## src/rtl/popcount_pkg.sv

```systemverilog
// Shared widths, FSM encoding and saturating add for the pipelined popcount accumulator.
package popcount_pkg;

  typedef enum logic [1:0] {
    IDLE  = 2'd0,
    ACCUM = 2'd1,
    DRAIN = 2'd2,
    HOLD  = 2'd3
  } state_t;

  function automatic int cnt_width(input int n);
    return $clog2(n + 1);
  endfunction

  function automatic int acc_width(input int n, input int max_beats);
    return $clog2(n * max_beats + 1);
  endfunction

  // Clamps a + b to 2^w - 1 (w <= 32).
  function automatic logic [31:0] sat_add(input logic [31:0] a, input logic [31:0] b,
                                          input int unsigned w);
    logic [32:0] s;
    logic [32:0] max_v;
    s     = {1'b0, a} + {1'b0, b};
    max_v = (33'd1 << w) - 33'd1;
    return (s > max_v) ? max_v[31:0] : s[31:0];
  endfunction

endpackage

```

## src/rtl/popcount_accum_pipe_group.sv

```systemverilog
// Exact combinational popcount over one GROUP-bit slice; drop-in point for approximate variants.
module popcount_group #(
  parameter int GROUP = 6,
  parameter int CW    = $clog2(GROUP + 1)
) (
  input  logic [GROUP-1:0] bits,
  output logic [CW-1:0]    count
);

  always_comb begin
    count = '0;
    for (int i = 0; i < GROUP; i++) begin
      count = count + CW'(bits[i]);
    end
  end

endmodule

```

## src/rtl/popcount_accum_pipe.sv

```systemverilog
// Two-stage pipelined popcount with frame accumulation, optional LSB truncation,
// threshold fire bit and overflow flag.
module popcount_accum_pipe
  import popcount_pkg::*;
#(
  parameter int N         = 18,
  parameter int GROUP     = 6,
  parameter int MAX_BEATS = 8,
  parameter int TRUNC     = 1,
  parameter int CNT_W     = cnt_width(N),
  parameter int ACC_W     = acc_width(N, MAX_BEATS)
) (
  input  logic             clk,
  input  logic             rst_n,
  input  logic             in_valid,
  output logic             in_ready,
  input  logic [N-1:0]     in_data,
  input  logic             in_last,
  input  logic             approx_en,
  input  logic [ACC_W-1:0] thresh,
  output logic             out_valid,
  input  logic             out_ready,
  output logic [ACC_W-1:0] out_count,
  output logic             out_fire,
  output logic             out_ovf,
  output state_t           dbg_state
);

  localparam int NG   = N / GROUP;
  localparam int PW   = $clog2(GROUP + 1);
  localparam int BC_W = $clog2(MAX_BEATS + 2);

  // Handshakes: a transfer happens on a rising edge where valid && ready are both 1;
  // in_ready depends only on state (never on in_valid), out_valid only on state.
  state_t state_q, state_d;
  logic   drain_cnt_q;
  logic   accept, drain_exit, hold_exit;

  assign accept    = in_valid && in_ready;
  assign dbg_state = state_q;

  always_ff @(posedge clk or negedge rst_n) begin
    if (!rst_n) begin
      state_q     <= IDLE;
      drain_cnt_q <= 1'b0;
    end else begin
      state_q     <= state_d;
      drain_cnt_q <= (state_q == DRAIN) ? ~drain_cnt_q : 1'b0;
    end
  end

  always_comb begin
    state_d = state_q;
    case (state_q)
      IDLE:    if (accept) state_d = in_last ? DRAIN : ACCUM;
      ACCUM:   if (accept && in_last) state_d = DRAIN;
      DRAIN:   if (drain_cnt_q) state_d = HOLD;
      HOLD:    if (out_ready) state_d = IDLE;
      default: state_d = IDLE;
    endcase
  end

  always_comb begin
    in_ready   = 1'b0;
    out_valid  = 1'b0;
    drain_exit = 1'b0;
    hold_exit  = 1'b0;
    case (state_q)
      IDLE, ACCUM: in_ready = rst_n;
      DRAIN:       drain_exit = drain_cnt_q;
      HOLD: begin
        out_valid = 1'b1;
        hold_exit = out_ready;
      end
      default: ;
    endcase
  end

  // Stage 1: per-group exact partial counts.
  logic [PW-1:0] part_d [NG];
  logic [PW-1:0] part_q [NG];
  logic          s1_valid_q;

  for (genvar g = 0; g < NG; g++) begin : g_grp
    popcount_group #(.GROUP(GROUP), .CW(PW)) u_grp (
      .bits  (in_data[g*GROUP +: GROUP]),
      .count (part_d[g])
    );
  end

  always_ff @(posedge clk or negedge rst_n) begin
    if (!rst_n) begin
      s1_valid_q <= 1'b0;
      for (int i = 0; i < NG; i++) part_q[i] <= '0;
    end else begin
      s1_valid_q <= accept;
      if (accept) begin
        for (int i = 0; i < NG; i++) part_q[i] <= part_d[i];
      end
    end
  end

  // Stage 2: beat total, optional truncation, saturating accumulate.
  logic [CNT_W-1:0] beat_sum, beat_eff;
  logic [ACC_W:0]   acc_wide;
  logic [ACC_W-1:0] acc_q, acc_sum;
  logic [ACC_W-1:0] thresh_q;
  logic [BC_W-1:0]  bcnt_q;
  logic             approx_q, sat_q;

  always_comb begin
    beat_sum = '0;
    for (int i = 0; i < NG; i++) begin
      beat_sum = beat_sum + CNT_W'(part_q[i]);
    end
  end

  assign beat_eff = approx_q ? ((beat_sum >> TRUNC) << TRUNC) : beat_sum;
  assign acc_wide = {1'b0, acc_q} + (ACC_W+1)'(beat_eff);
  assign acc_sum  = ACC_W'(sat_add(32'(acc_q), 32'(beat_eff), unsigned'(ACC_W)));

  always_ff @(posedge clk or negedge rst_n) begin
    if (!rst_n) begin
      acc_q    <= '0;
      sat_q    <= 1'b0;
      bcnt_q   <= '0;
      approx_q <= 1'b0;
      thresh_q <= '0;
    end else begin
      if (hold_exit) begin
        acc_q  <= '0;
        sat_q  <= 1'b0;
        bcnt_q <= '0;
      end else begin
        if (s1_valid_q) begin
          acc_q <= acc_sum;
          if (acc_wide[ACC_W]) sat_q <= 1'b1;
        end
        if (accept && bcnt_q != BC_W'(MAX_BEATS + 1)) bcnt_q <= bcnt_q + 1'b1;
      end
      if (state_q == IDLE && accept) begin
        approx_q <= approx_en;
        thresh_q <= thresh;
      end
    end
  end

  // Results capture the fully drained accumulator and hold through HOLD.
  always_ff @(posedge clk or negedge rst_n) begin
    if (!rst_n) begin
      out_count <= '0;
      out_fire  <= 1'b0;
      out_ovf   <= 1'b0;
    end else if (drain_exit) begin
      out_count <= acc_q;
      out_fire  <= (acc_q >= thresh_q);
      out_ovf   <= (bcnt_q > BC_W'(MAX_BEATS)) || sat_q;
    end
  end

endmodule
```

## config.mk

```make
export PLATFORM = sky130hd
export DESIGN_NAME = popcount_accum_pipe
export DESIGN_NICKNAME = d
export VERILOG_FILES = /design/src/rtl/popcount_pkg.sv /design/src/rtl/popcount_accum_pipe_group.sv /design/src/rtl/popcount_accum_pipe.sv
export SDC_FILE = /design/constraint.sdc
export NUM_CORES = 1
export LEC_CHECK = 0
export CORE_ASPECT_RATIO = 1.4
export CORE_UTILIZATION = 58
export CTS_BUF_LIST = sky130_fd_sc_hd__clkbuf_8 sky130_fd_sc_hd__clkbuf_16
export DETAILED_ROUTE_END_ITERATION = 10
export PLACE_DENSITY = 0.86
export SKIP_CTS_REPAIR_TIMING = 1
export SYNTH_ARGS = -nofsm -noshare
export SYNTH_HDL_FRONTEND = slang
export SYNTH_HIERARCHICAL = 1
export SYNTH_SLANG_ARGS = --single-unit
```

## constraint.sdc

```tcl
create_clock -name clk -period 7.2 [get_ports clk]
set_input_delay 1.44 -clock clk [delete_from_list [all_inputs] [get_ports clk]]
set_output_delay 1.44 -clock clk [all_outputs]
set_load 0.01 [all_outputs]
```

After elaboration in Yosys (flattened, before gate mapping). Cells that the tools add are included.

Reductions and logical operators: 12. Mux-type cells: 20. Magnitude comparators: 3. $add $sub $neg: 20. Equality and inequality tests: 8. Bitwise logic cells: 1.

Operators by type and width (number): $add 3x1->3 (12); $mux 8 (3); $add 8x5->9 (2); $mux 2 (5); $gt 9x8->1 const B (1); $mux 1 (9); $ge 8x8->1 (1); $mux 4 (2); $ne 2x2->1 const B (4); $pmux 2 s4 (1); $add 1x1->2 (3); $reduce_bool 2->1 (3); $add 4x3->5 (1); $add 3x3->4 (1); $add 4x1->4 const B (1); $eq 2x2->1 const B (2); $gt 4x4->1 const B (1); $logic_and 1x1->1 (4); $ne 4x4->1 const B (1); $reduce_and 4->1 (1); $eq 2x1->1 const B (1); $logic_not 2->1 (1); $reduce_and 2->1 (1); $reduce_or 2->1 (1); 2 further kinds (2).

Input port bits: 32. Bits in registers: 45. Logic and storage cells: 78.

Depth between registers and ports, before layout.
Word-level depth: 8. Mapped depth: 11.

Modules after synthesis. The synthesis kept the hierarchy.

Modules (own cells, without submodules): popcount_accum_pipe (area each 2531.2 um^2, instances 1, seq. area each 1126.1 um^2, cells an instance 242); popcount_group (area each 102.6 um^2, instances 3, seq. area each 0.0 um^2, cells an instance 12).

Least setup slack after synthesis. No wires, ideal clock.

Path type: input to register. From: in in_data[12]. To: reg part_q[1] in the netlist's numbering. Arrival time: 3.178 ns. Cell stages on the path: 8. Library setup time: 0.131 ns. Data required time: 7.069 ns. Buffers on the path: 0. Setup slack: 3.890 ns. Path through: inv_1 > fa_1 > fa_1 > inv_1 > ha_1 > fa_1 > nand2_1 > o21ai_0.

RTL lines: start: declaration (line popcount_accum_pipe.sv:17) `input logic [N-1:0] in_data,`; end: declaration (line popcount_accum_pipe.sv:81) `logic [PW-1:0] part_q [NG];`.

Worst setup path in the final report.
From: in rst_n. To: out in_ready.

Word-level cells in the longest chain between the ends: 1.

RTL lines: start: declaration (line popcount_accum_pipe.sv:14) `input logic rst_n,`; $mux 1 (line popcount_accum_pipe.sv:68) `case (state_q)`; end: declaration (line popcount_accum_pipe.sv:16) `output logic in_ready,`.

Every way passes these cells.

==> flow_metrics.env <==
export IMPL_post_synth_instance_area_sq_mm=0.00284
export IMPL_ratio_of_total_power_to_cell_area_mw_per_mm2=406
export IMPL_synth_async_sr_flop_share_pct=100
export IMPL_hpwlAfterDp_um=4240
export IMPL_power_sequential_fraction_pct=31.0
export IMPL_gr_total_overflow=0
export IMPL_outcome="finished, final reports clean"
export IMPL_cts_max_level=2
export IMPL_fp_row_count=29
export IMPL_yosys_most_used_dff="dfrtp_1"
export IMPL_mappedNetlistNets=350
export IMPL_cts_tree="yes"
export IMPL_post_route_design_area_sq_mm=0.00344
export IMPL_drcViolationCount=0
export IMPL_antenna_violations_before_repair=0
export IMPL_worst_r2r_setup_slack_ns=4.00
export IMPL_proportion_of_synthesized_chip_area_in_sequential_cells_pct=39.7
export IMPL_worst_slew_margin_rel_pct=60.1
export IMPL_gp_congestion=0.820
export IMPL_dp_worst_setup_slack_ns=2.98
export IMPL_critical_path_required_ns=5.76
export IMPL_leakage_power_total_nw=1.67
export IMPL_arrival_ns=2.74
export IMPL_hold_path_endpoint="drain_cnt_q"
export IMPL_yosys_area_top_type_share_pct=39.7
export IMPL_layout_core_utilization_pct=74.6
export IMPL_finalMaxSlewViolations=0
export IMPL_final_setup_tns_ns=0
export IMPL_rr_worst_depth=11
export IMPL_first_global_vias=2195
export IMPL_global_route_usage_total_pct=24.0
export IMPL_maxCapViolCount=0
export IMPL_placement_cell_area_sq_mm=0.00335
export IMPL_num_io_pins=46
export IMPL_path_category_of_the_worst_min_delay_check="reg2reg"
export IMPL_drt_vias_per_instance=5.29
export IMPL_fin_crit_sh_pct=58.1
export IMPL_vdd_ir_drop_max_uv=243
export IMPL_critical_path_endpoint_type="output port"
export IMPL_cts_inserted_buffers=5
export IMPL_synth_area_leaders="dfrtp_1 (40%), ha_1 (11%), fa_1 (9.9%)"
export IMPL_core_area_sq_mm=0.00461
export IMPL_floorplan_die_width_um=61.1
export IMPL_post_drt_wl_per_cell_um=14.0
export IMPL_setup_ws_ns=3.02
export IMPL_fillers=337
export IMPL_p_total_mw=1.40
export IMPL_drt_first_iter_violations=45
export IMPL_area_growth_pct=21.2
export IMPL_antenna_cells_inserted=0
export IMPL_worst_setup_path_startpoint="rst_n"
export IMPL_clock_power_share_pct=11.6
export IMPL_syn_avg_cell_area_sq_um=10.2
export IMPL_die_area_sq_mm=0.00518
export IMPL_final_critical_path_time_including_i_o_delays_and_setup_ns=4.18
export IMPL_min_delay_start="drain_cnt_q"
export IMPL_synth_yosys_warnings=6
export IMPL_maxClockFrequency_mhz=239
export IMPL_clk_latency_ns=0.30
export IMPL_synth_largest_area_cell="dfrtp_1"
export IMPL_fp_dieH_um=84.8
export IMPL_grt_pass1_wl_um=9180
export IMPL_cts_root_buffer="clkbuf_8"
export IMPL_drive_above_1_share_pct=10.1
export IMPL_synth_cells=278
export IMPL_clock_sinks=45
export IMPL_hold_violations=0
export IMPL_drt_total_wl_um=5430
export IMPL_timing_worst_slew_pin_value_ns=0.599
export IMPL_ant_nets=0
export IMPL_placement_io_buffers=45
export IMPL_crit_reg2reg_launch="part_q[1]"
export IMPL_synth_cell_type_count=42
export IMPL_setup_viol=0
export IMPL_worst_r2r_endpoint="acc_q[7]"
export IMPL_p_comb_share_pct=57.4
export IMPL_ys_ff_latch=45
export IMPL_path_max_fanout=49
export IMPL_cts_reportedPaths_clkPinSlew_ns=0.09
export IMPL_count_of_cells_along_the_worst_hold_path=1
export IMPL_grt_setup_unrepaired="false"
export IMPL_worst_clock_skew_ns=0.00716
export IMPL_critical_path_class="in2out"
export IMPL_initial_utilization_pct=61.6
export IMPL_internal_power_consumption_mw=0.810
export IMPL_clock_tree_buffer_depth=2
export IMPL_p_sw_share_pct=41.9
export IMPL_p_switching_mw=0.585
export IMPL_via_count=2059
export IMPL_grt_max_degree=50
export IMPL_synth_enable_flop_cells=0
export IMPL_timing_critical_path_from_type="input pin"
export IMPL_drt_pass1_iter_count=4
export IMPL_final_nets=398
## power groups by stage
stage	Combinational [mW]	Sequential, mW	Clock (mW)
after floorplan	0.561	0.426	0
after global placement	0.748	0.431	0
after detailed placement	0.792	0.437	0
after CTS	0.807	0.433	0.168
after global routing	0.909	0.449	0.176
final	0.801	0.432	0.162
## layer usage
| metal | GRT usage (%) | routed length (um) | vias up |
|---|---|---|---|
| met1 | 27.7 | 2110 | 986 |
| met3 | 3.39 | 184 | 13 |
| met2 | 42.2 | 2980 | 51 |
| li1 | - | - | 1009 |
| met4 | 10.5 | 145 | 0 |
| met5 | 0 | 0 | - |
## cells by family after synthesis
kind of cell	count (synthesis)	share of synthesized area, %
buffers and inverters	59	8.15
DFF	45	39.7
AOI/OAI and AO/OA	46	10.0
and+or+nand+nor	60	10.4
adders and majority gates	40	21.3
xor gates and xnor gates	4	1.23
muxes	24	9.21
## sequential cells by signal, indices dropped and copies added (netlist names)
name	flops
acc_q	8
approx_q	1
bcnt_q	4
dbg_state	2
drain_cnt_q	1
out_count	8
out_fire	1
out_ovf	1
part_q	9
s1_valid_q	1
sat_q	1
thresh_q	8
## Yosys cell counts (2+ instances only)
master / n
nand2_1: 29
nor2_1: 7
mux2i_1: 7
nor2b_1: 2
nand4_1: 3
and3_1: 2
ha_1: 26
nand3_1: 3
nand2b_1: 2
clkbuf_1: 3
inv_1: 53
mux2_2: 17
nor3b_1: 4
o21ai_0: 21
a21oi_1: 12
o21a_1: 2
dfrtp_1: 45
xnor2_1: 3
fa_1: 14
## layout make-up
type | instances | area [sq um] | share of cell area, %
clock buffers | 5 | 68.8 | 2.00
clock inverters | 3 | 25.0 | 0.728
inverters | 54 | 208 | 6.04
multi-input cells | 174 | 1480 | 43.1
flip-flops and latches | 45 | 1130 | 32.7
well taps | 62 | 77.6 | 2.26
repair buffers | 46 | 453 | 13.2
## cells in the final DEF, fill, tap and decap left out, types with 4 or more instances in the layout
cell type        Yosys  final
clkbuf_8             0      5
ha_1                26     26
a21oi_1             12     12
mux2_2              17     17
nor3b_1              4      4
inv_1               53     53
mux2i_1              7      7
nor2_1               7      7
dfrtp_1             45     45
fa_1                14     14
clkdlybuf4s50_1      0     44
o21ai_0             21     21
nand2_1             29     29
## critical path: stages
cell             delay [ns]
buf_2                  0.07
buf_4                  0.49
o21a_1                 0.20
clkdlybuf4s50_1        0.52
## metrics by stage
step	cells	hold WS (ns)
floorplan	278	0.438
global placement	381	0.456
detailed placement	381	0.472
CTS	389	0.491
global route	389	0.519
finish	389	0.492
## how the worst max path moves through the flow
| stage | end | slack, ns | cells after the start |
|---|---|---|---|
| 4_1_cts | in_ready | 2.98 | 4 |
| 6_report | in_ready | 3.02 | 4 |
| 3_3_place_gp | in_ready | 3.00 | 4 |
| 3_5_place_dp | in_ready | 2.98 | 4 |
| 2_1_floorplan | part_q[1] | 3.89 | 8 |
| 5_1_grt | in_ready | 2.89 | 4 |
No activity file was read; power rests on OpenSTA's default activity.
